`config.mk`:
```
export PLATFORM = sky130hd
export DESIGN_NAME = sha256_compress_flat
export DESIGN_NICKNAME = d
export VERILOG_FILES = /design/src/rtl/sha256_pkg.sv /design/src/rtl/sha256_compress_if.sv /design/src/rtl/sha256_compress_round.sv /design/src/rtl/sha256_compress.sv /design/src/flat_wrapper.sv
export SDC_FILE = /design/constraint.sdc
export NUM_CORES = 2
export LEC_CHECK = 0
export BUFFER_PORTS_ARGS = -buffer_cell sky130_fd_sc_hd__buf_4
export CORE_UTILIZATION = 54
export CTS_BUF_LIST = sky130_fd_sc_hd__clkbuf_16
export CTS_CLUSTER_SIZE = 20
export DETAILED_ROUTE_END_ITERATION = 10
export PLACE_DENSITY_LB_ADDON = 0.25
export SYNTH_ARGS = -nofsm -noshare
export SYNTH_HDL_FRONTEND = slang
export SYNTH_HIERARCHICAL = 1
export SYNTH_SLANG_ARGS = --single-unit
```
`constraint.sdc`:
```
create_clock -name clk -period 20.5 [get_ports clk]
set_input_delay 6.15 -clock clk [delete_from_list [all_inputs] [get_ports clk]]
set_output_delay 6.15 -clock clk [all_outputs]
set_load 0.02 [all_outputs]
```
`src/rtl/sha256_pkg.sv`:
```
// sha256_pkg: SHA-256 constants, FSM state encoding, working-state struct and bit helpers
package sha256_pkg;
  typedef enum logic [1:0] {IDLE, ROUND, FINAL} state_e;
  typedef struct packed {
    logic [31:0] a, b, c, d, e, f, g, h;
  } work_t;
  localparam logic [255:0] IV = {
    32'h6a09e667, 32'hbb67ae85, 32'h3c6ef372, 32'ha54ff53a,
    32'h510e527f, 32'h9b05688c, 32'h1f83d9ab, 32'h5be0cd19};
  localparam logic [31:0] K [0:63] = '{
    32'h428a2f98, 32'h71374491, 32'hb5c0fbcf, 32'he9b5dba5, 32'h3956c25b, 32'h59f111f1, 32'h923f82a4, 32'hab1c5ed5,
    32'hd807aa98, 32'h12835b01, 32'h243185be, 32'h550c7dc3, 32'h72be5d74, 32'h80deb1fe, 32'h9bdc06a7, 32'hc19bf174,
    32'he49b69c1, 32'hefbe4786, 32'h0fc19dc6, 32'h240ca1cc, 32'h2de92c6f, 32'h4a7484aa, 32'h5cb0a9dc, 32'h76f988da,
    32'h983e5152, 32'ha831c66d, 32'hb00327c8, 32'hbf597fc7, 32'hc6e00bf3, 32'hd5a79147, 32'h06ca6351, 32'h14292967,
    32'h27b70a85, 32'h2e1b2138, 32'h4d2c6dfc, 32'h53380d13, 32'h650a7354, 32'h766a0abb, 32'h81c2c92e, 32'h92722c85,
    32'ha2bfe8a1, 32'ha81a664b, 32'hc24b8b70, 32'hc76c51a3, 32'hd192e819, 32'hd6990624, 32'hf40e3585, 32'h106aa070,
    32'h19a4c116, 32'h1e376c08, 32'h2748774c, 32'h34b0bcb5, 32'h391c0cb3, 32'h4ed8aa4a, 32'h5b9cca4f, 32'h682e6ff3,
    32'h748f82ee, 32'h78a5636f, 32'h84c87814, 32'h8cc70208, 32'h90befffa, 32'ha4506ceb, 32'hbef9a3f7, 32'hc67178f2};
  function automatic logic [31:0] rotr(input logic [31:0] x, input int n);
    return (x >> n) | (x << (32 - n));
  endfunction
  function automatic logic [31:0] shr(input logic [31:0] x, input int n);
    return x >> n;
  endfunction
  function automatic logic [31:0] big_sigma0(input logic [31:0] x);
    return rotr(x, 2) ^ rotr(x, 13) ^ rotr(x, 22);
  endfunction
  function automatic logic [31:0] big_sigma1(input logic [31:0] x);
    return rotr(x, 6) ^ rotr(x, 11) ^ rotr(x, 25);
  endfunction
  function automatic logic [31:0] small_sigma0(input logic [31:0] x);
    return rotr(x, 7) ^ rotr(x, 18) ^ shr(x, 3);
  endfunction
  function automatic logic [31:0] small_sigma1(input logic [31:0] x);
    return rotr(x, 17) ^ rotr(x, 19) ^ shr(x, 10);
  endfunction
  function automatic logic [31:0] ch(input logic [31:0] x, y, z);
    return (x & y) ^ (~x & z);
  endfunction
  function automatic logic [31:0] maj(input logic [31:0] x, y, z);
    return (x & y) ^ (x & z) ^ (y & z);
  endfunction
endpackage

```
`src/rtl/sha256_compress_if.sv`:
```
// sha256_compress_if: request/response bundle between a hash requester and the compression engine
interface sha256_compress_if;
  logic         start;
  logic [511:0] block;
  logic [255:0] hash_in;
  logic         busy;
  logic         done;
  logic [255:0] hash_out;
  modport master (output start, block, hash_in, input busy, done, hash_out);
  modport slave (input start, block, hash_in, output busy, done, hash_out);
endinterface

```
`src/rtl/sha256_compress_round.sv`:
```
// sha256_round: one combinational SHA-256 round producing the next a..h
module sha256_round
  import sha256_pkg::*;
(
  input  work_t       cur,
  input  logic [31:0] w,
  input  logic [31:0] k,
  output work_t       nxt
);
  logic [31:0] t1, t2;
  assign t1 = cur.h + big_sigma1(cur.e) + ch(cur.e, cur.f, cur.g) + k + w;
  assign t2 = big_sigma0(cur.a) + maj(cur.a, cur.b, cur.c);
  assign nxt = '{a: t1 + t2, b: cur.a, c: cur.b, d: cur.c,
                 e: cur.d + t1, f: cur.e, g: cur.f, h: cur.g};
endmodule

```
`src/rtl/sha256_compress.sv`:
```
// sha256_compress: iterative 64-round SHA-256 compression, one round per clock
module sha256_compress
  import sha256_pkg::*;
(
  input logic clk,
  input logic rst_n,
  sha256_compress_if.slave bus
);
  localparam logic [1:0] S_IDLE  = IDLE;
  localparam logic [1:0] S_ROUND = ROUND;
  localparam logic [1:0] S_FINAL = FINAL;
  logic [1:0]   state;
  logic [5:0]   t;
  logic [31:0]  w [16];
  logic [31:0]  w_new;
  work_t        hv, wv, nxt;
  logic [255:0] hash_q;
  logic         done_q;
  assign w_new = small_sigma1(w[14]) + w[9] + small_sigma0(w[1]) + w[0];
  assign bus.busy = state != S_IDLE;
  assign bus.done = done_q;
  assign bus.hash_out = hash_q;
  sha256_round u_round (.cur(wv), .w(w[0]), .k(K[t]), .nxt(nxt));
  // FSM: accept a block, run 64 rounds with a sliding schedule window, then fold into the chaining value
  always_ff @(posedge clk or negedge rst_n) begin
    if (!rst_n) begin
      state  <= S_IDLE;
      t      <= '0;
      hv     <= '0;
      wv     <= '0;
      hash_q <= '0;
      done_q <= 1'b0;
      for (int i = 0; i < 16; i++) w[i] <= '0;
    end else begin
      done_q <= 1'b0;
      case (state)
        S_IDLE: if (bus.start) begin
          for (int i = 0; i < 16; i++) w[i] <= bus.block[511 - 32*i -: 32];
          hv    <= work_t'(bus.hash_in);
          wv    <= work_t'(bus.hash_in);
          t     <= '0;
          state <= S_ROUND;
        end
        S_ROUND: begin
          wv <= nxt;
          for (int i = 0; i < 15; i++) w[i] <= w[i+1];
          w[15] <= w_new;
          t     <= t + 6'd1;
          state <= t == 6'd63 ? S_FINAL : S_ROUND;
        end
        S_FINAL: begin
          hash_q <= {hv.a + wv.a, hv.b + wv.b, hv.c + wv.c, hv.d + wv.d,
                     hv.e + wv.e, hv.f + wv.f, hv.g + wv.g, hv.h + wv.h};
          done_q <= 1'b1;
          state  <= S_IDLE;
        end
        default: state <= S_IDLE;
      endcase
    end
  end
endmodule
```
`src/flat_wrapper.sv`:
```
// flat-port wrapper written by rule: the top's interface ports become plain ports
module sha256_compress_flat import sha256_pkg::*;
  (clk, rst_n, bus_start, bus_block, bus_hash_in, bus_busy, bus_done, bus_hash_out);
  sha256_compress_if bus_i ();
  input logic clk;
  input logic rst_n;
  input wire logic [$bits(bus_i.start)-1:0] bus_start;
  input wire logic [$bits(bus_i.block)-1:0] bus_block;
  input wire logic [$bits(bus_i.hash_in)-1:0] bus_hash_in;
  output wire logic [$bits(bus_i.busy)-1:0] bus_busy;
  output wire logic [$bits(bus_i.done)-1:0] bus_done;
  output wire logic [$bits(bus_i.hash_out)-1:0] bus_hash_out;
  assign bus_i.start = bus_start;
  assign bus_i.block = bus_block;
  assign bus_i.hash_in = bus_hash_in;
  assign bus_busy = bus_i.busy;
  assign bus_done = bus_i.done;
  assign bus_hash_out = bus_i.hash_out;
  sha256_compress u_core (.clk(clk), .rst_n(rst_n), .bus(bus_i));
endmodule
```
==> results.json <==
{
  "status": "finished, violations left",
  "violations": "design-rule violations",
  "io_pins": 1029,
  "crit_buf_inv": 4,
  "cp.depth": 7,
  "globalRouteOverflowTotal": 0,
  "wl_per_cell_um": 26.0,
  "portBuffers": 1028,
  "remaining_drc_errors": 92,
  "crit_path_top_delay_cell": "buf_4",
  "synth_fa_ha_area_frac": 0.105,
  "max_freq_mhz": 99.1,
  "path_cells": "buf_8 > nor2_1 > nor2_4 > buf_4 > buf_4 > buf_4 > a31oi_1",
  "first_global_vias": 74700,
  "clock_skew_ns": 0.0538,
  "yosysMostFrequentCell": "nand2_1",
  "dieArea_sq_mm": 0.157,
  "cp-start-kind": "primary input",
  "yosys.area.top_type": "dfrtp_1",
  "ys_top_cells_by_count": "nand2_1, dfrtp_1, a21oi_1",
  "worstHoldPathType": "reg2reg",
  "grt_antenna_before_repair": 27,
  "grt_pass1_wl_um": 476000,
  "slew_headroom": 0.127,
  "muxShareOfSynthArea": 0.00836,
  "drive_gt1_frac": 0.136,
  "htreeDepth": 4,
  "synth_simple_gate_area_frac": 0.159,
  "vias": 78600,
  "synth_top_family_by_area": "compound AO/OA/AOI/OAI gates",
  "setup_viol": 0,
  "coreArea_sq_mm": 0.154,
  "crit_family": "buffers and inverters",
  "layout.nets": 11800,
  "dp_hpwl_um": 245000,
  "die_w_um": 397,
  "r2r_cells": 36,
  "drv_slew": 0,
  "max_stage_delay_ns": 0.92,
  "yosys_warnings": 6,
  "worstHoldPathCells": 2,
  "clock_sinks": 1289,
  "routabilityCongestion": 1.01,
  "cts_buffers": 146,
  "synth_cell_types": 109,
  "cts_hold_buf": 0,
  "tritoncts": "yes",
  "synth_compound_area_frac": 0.219,
  "crit_type": "in2reg",
  "worstPathArrival_ns": 10.70,
  "synth-seq-area-share": 0.383,
  "holdWs_ns": 0.471,
  "endpoint_kind": "flip-flop",
  "rows": 144,
  "ant_nets": 0,
  "finalWorstPathRequiredPeriod_ns": 10.09,
  "initial_core_util": 0.545,
  "synth_area_leaders": "dfrtp_1, nand2_1, ha_1",
  "worstPathRequired_ns": 21.11,
  "tns_ns": 0,
  "grt_use_total": 0.404,
  "synth_top_cell_area_share": 0.383,
  "first_pass_iters": 11,
  "synth_edf_count": 0,
  "postCtsSetupBuffers": 0,
  "cts_root_buffer": "clkbuf_16",
  "avgSynthCellArea_sq_um": 8.40,
  "clk_latency_ns": 0.80,
  "tightest_slew_ns": 1.31,
  "yosys_most_used_dff": "dfrtp_1",
  "cts.clk_slew.worst_paths_ns": 0.06,
  "cts_resized": 0,
  "rsz0062_at_grt": "no",
  "path_common_cell": "buf_4",
  "drv_cap": 0,
  "synth_xor_xnor_area_share": 0.0595,
  "netlist_instances": 10000,
  "drt_iter0_drc": 8929,
  "synth-async-reset-ratio": 1.00,
  "path_max_fanout": 136,
  "hold_viol": 0,
  "wl_um": 327000,
  "period_share": 0.492,
  "die_y_um": 397,
  "area_growth_syn_to_layout_pct": 13.9,
  "vias_per_cell": 6.24,
  "ys_ff_latch": 1289,
  "grt_max_degree": 276,
  "synth_area_sq_mm": 0.0841,
  "syn_nets": 11400,
  "max-clock-path-buffers": 3
}
[worst paths after layout]
kind | startpoint | endpoint | slack [ns]
setup / recovery | bus_start | u_core/wv[145]$_DFFE_PN0P_ | 10.41
setup reg to reg | u_core/t[0]$_DFFE_PN0P_ | u_core/wv[254]$_DFFE_PN0P_ | 11.01
hold / removal | u_core/bus.hash_out[196]$_DFFE_PN0P_ | u_core/bus.hash_out[196]$_DFFE_PN0P_ | 0.47
min in group asynchronous | rst_n | u_core/w[66]$_DFFE_PN0P_ | 5.31
max in group asynchronous | rst_n | u_core/bus.hash_out[71]$_DFFE_PN0P_ | 12.08
hold reg to reg | u_core/bus.hash_out[196]$_DFFE_PN0P_ | u_core/bus.hash_out[196]$_DFFE_PN0P_ | 0.47
[layer usage]
metal  GRT usage  wire (um)  up-vias
li1            -          -    35400
met1       0.509     123000    38200
met2       0.626     149000     4040
met3      0.0827      29700      901
met4       0.276      25400       14
met5           0         83        -
[registers in the layout, summed over array words and instances (netlist names)]
signal and count:
u_core/state 2, u_core/bus.done 1, u_core/t 6, u_core/hv 256
u_core/wv 256, u_core/w 512, u_core/bus.hash_out 256
[cell type report]
type,count,area (sq um)
Clock buffer,147,3680
Sequential cell,1289,32300
Fill cell,13600,58600
Inverter,453,1720
Antenna cell,21,52.6
Tap cell,2044,2560
Multi-Input combinational cell,7433,46300
Timing Repair Buffer,1098,8380
Clock inverter,104,837
[layout by cell type, fill, tap and decap left out, types with 21 or more instances in the layout]
cell | Yosys | routed
o21bai_1 | 44 | 44
diode_2 | 0 | 21
nand3_1 | 83 | 83
a31oi_1 | 508 | 508
dfrtp_1 | 1289 | 1284
o211ai_1 | 42 | 42
clkinv_1 | 1 | 30
o21ai_1 | 36 | 37
o21a_1 | 56 | 56
o31ai_1 | 26 | 26
fa_1 | 195 | 195
nand2_1 | 2154 | 2150
nand4_1 | 41 | 41
mux2i_1 | 26 | 26
o22ai_1 | 610 | 610
and2_1 | 24 | 24
clkbuf_16 | 0 | 147
a211oi_1 | 52 | 52
xor2_1 | 227 | 227
nor2_1 | 659 | 656
o21ai_0 | 472 | 471
buf_4 | 192 | 1087
mux2_2 | 26 | 26
nand2b_1 | 39 | 39
inv_1 | 451 | 479
ha_1 | 389 | 389
nor2b_1 | 43 | 43
nor3_1 | 73 | 73
xnor2_1 | 344 | 344
and3_1 | 37 | 37
a21oi_1 | 665 | 665
a21o_1 | 224 | 224
[worst min-delay path, delay by kind of cell, from the launching register on]
kind | cells | cell delay (ns)
DFF | 1 | 0.34
and+or+nand+nor | 2 | 0.10
[cell families (layout without fill, tap and decap cells)]
logic type	Yosys count	after routing
buffers and inverters	1293	1802
other	0	21
XOR/XNOR	571	571
adder cells (fa/ha/maj)	587	587
multiplexers	59	59
AND/OR/NAND/NOR	3266	3266
AO/OA/AOI/OAI	2950	2950
flip-flops	1289	1289
[through the flow]
stage                     cell area (sq um)  instances  setup WS [ns]   util
after floorplan                       84100      10000          12.77      -
after global placement                91200      12300           9.82  0.591
after detailed placement              91200      12300           9.74  0.591
after CTS                             95800      12600          10.59  0.620
after global routing                  95800      12600          10.04  0.620
final                                 95800      12600          10.41  0.620
Power is not shown: default switching activity piles up to over one toggle a cycle in this logic, so the estimate is an artifact.
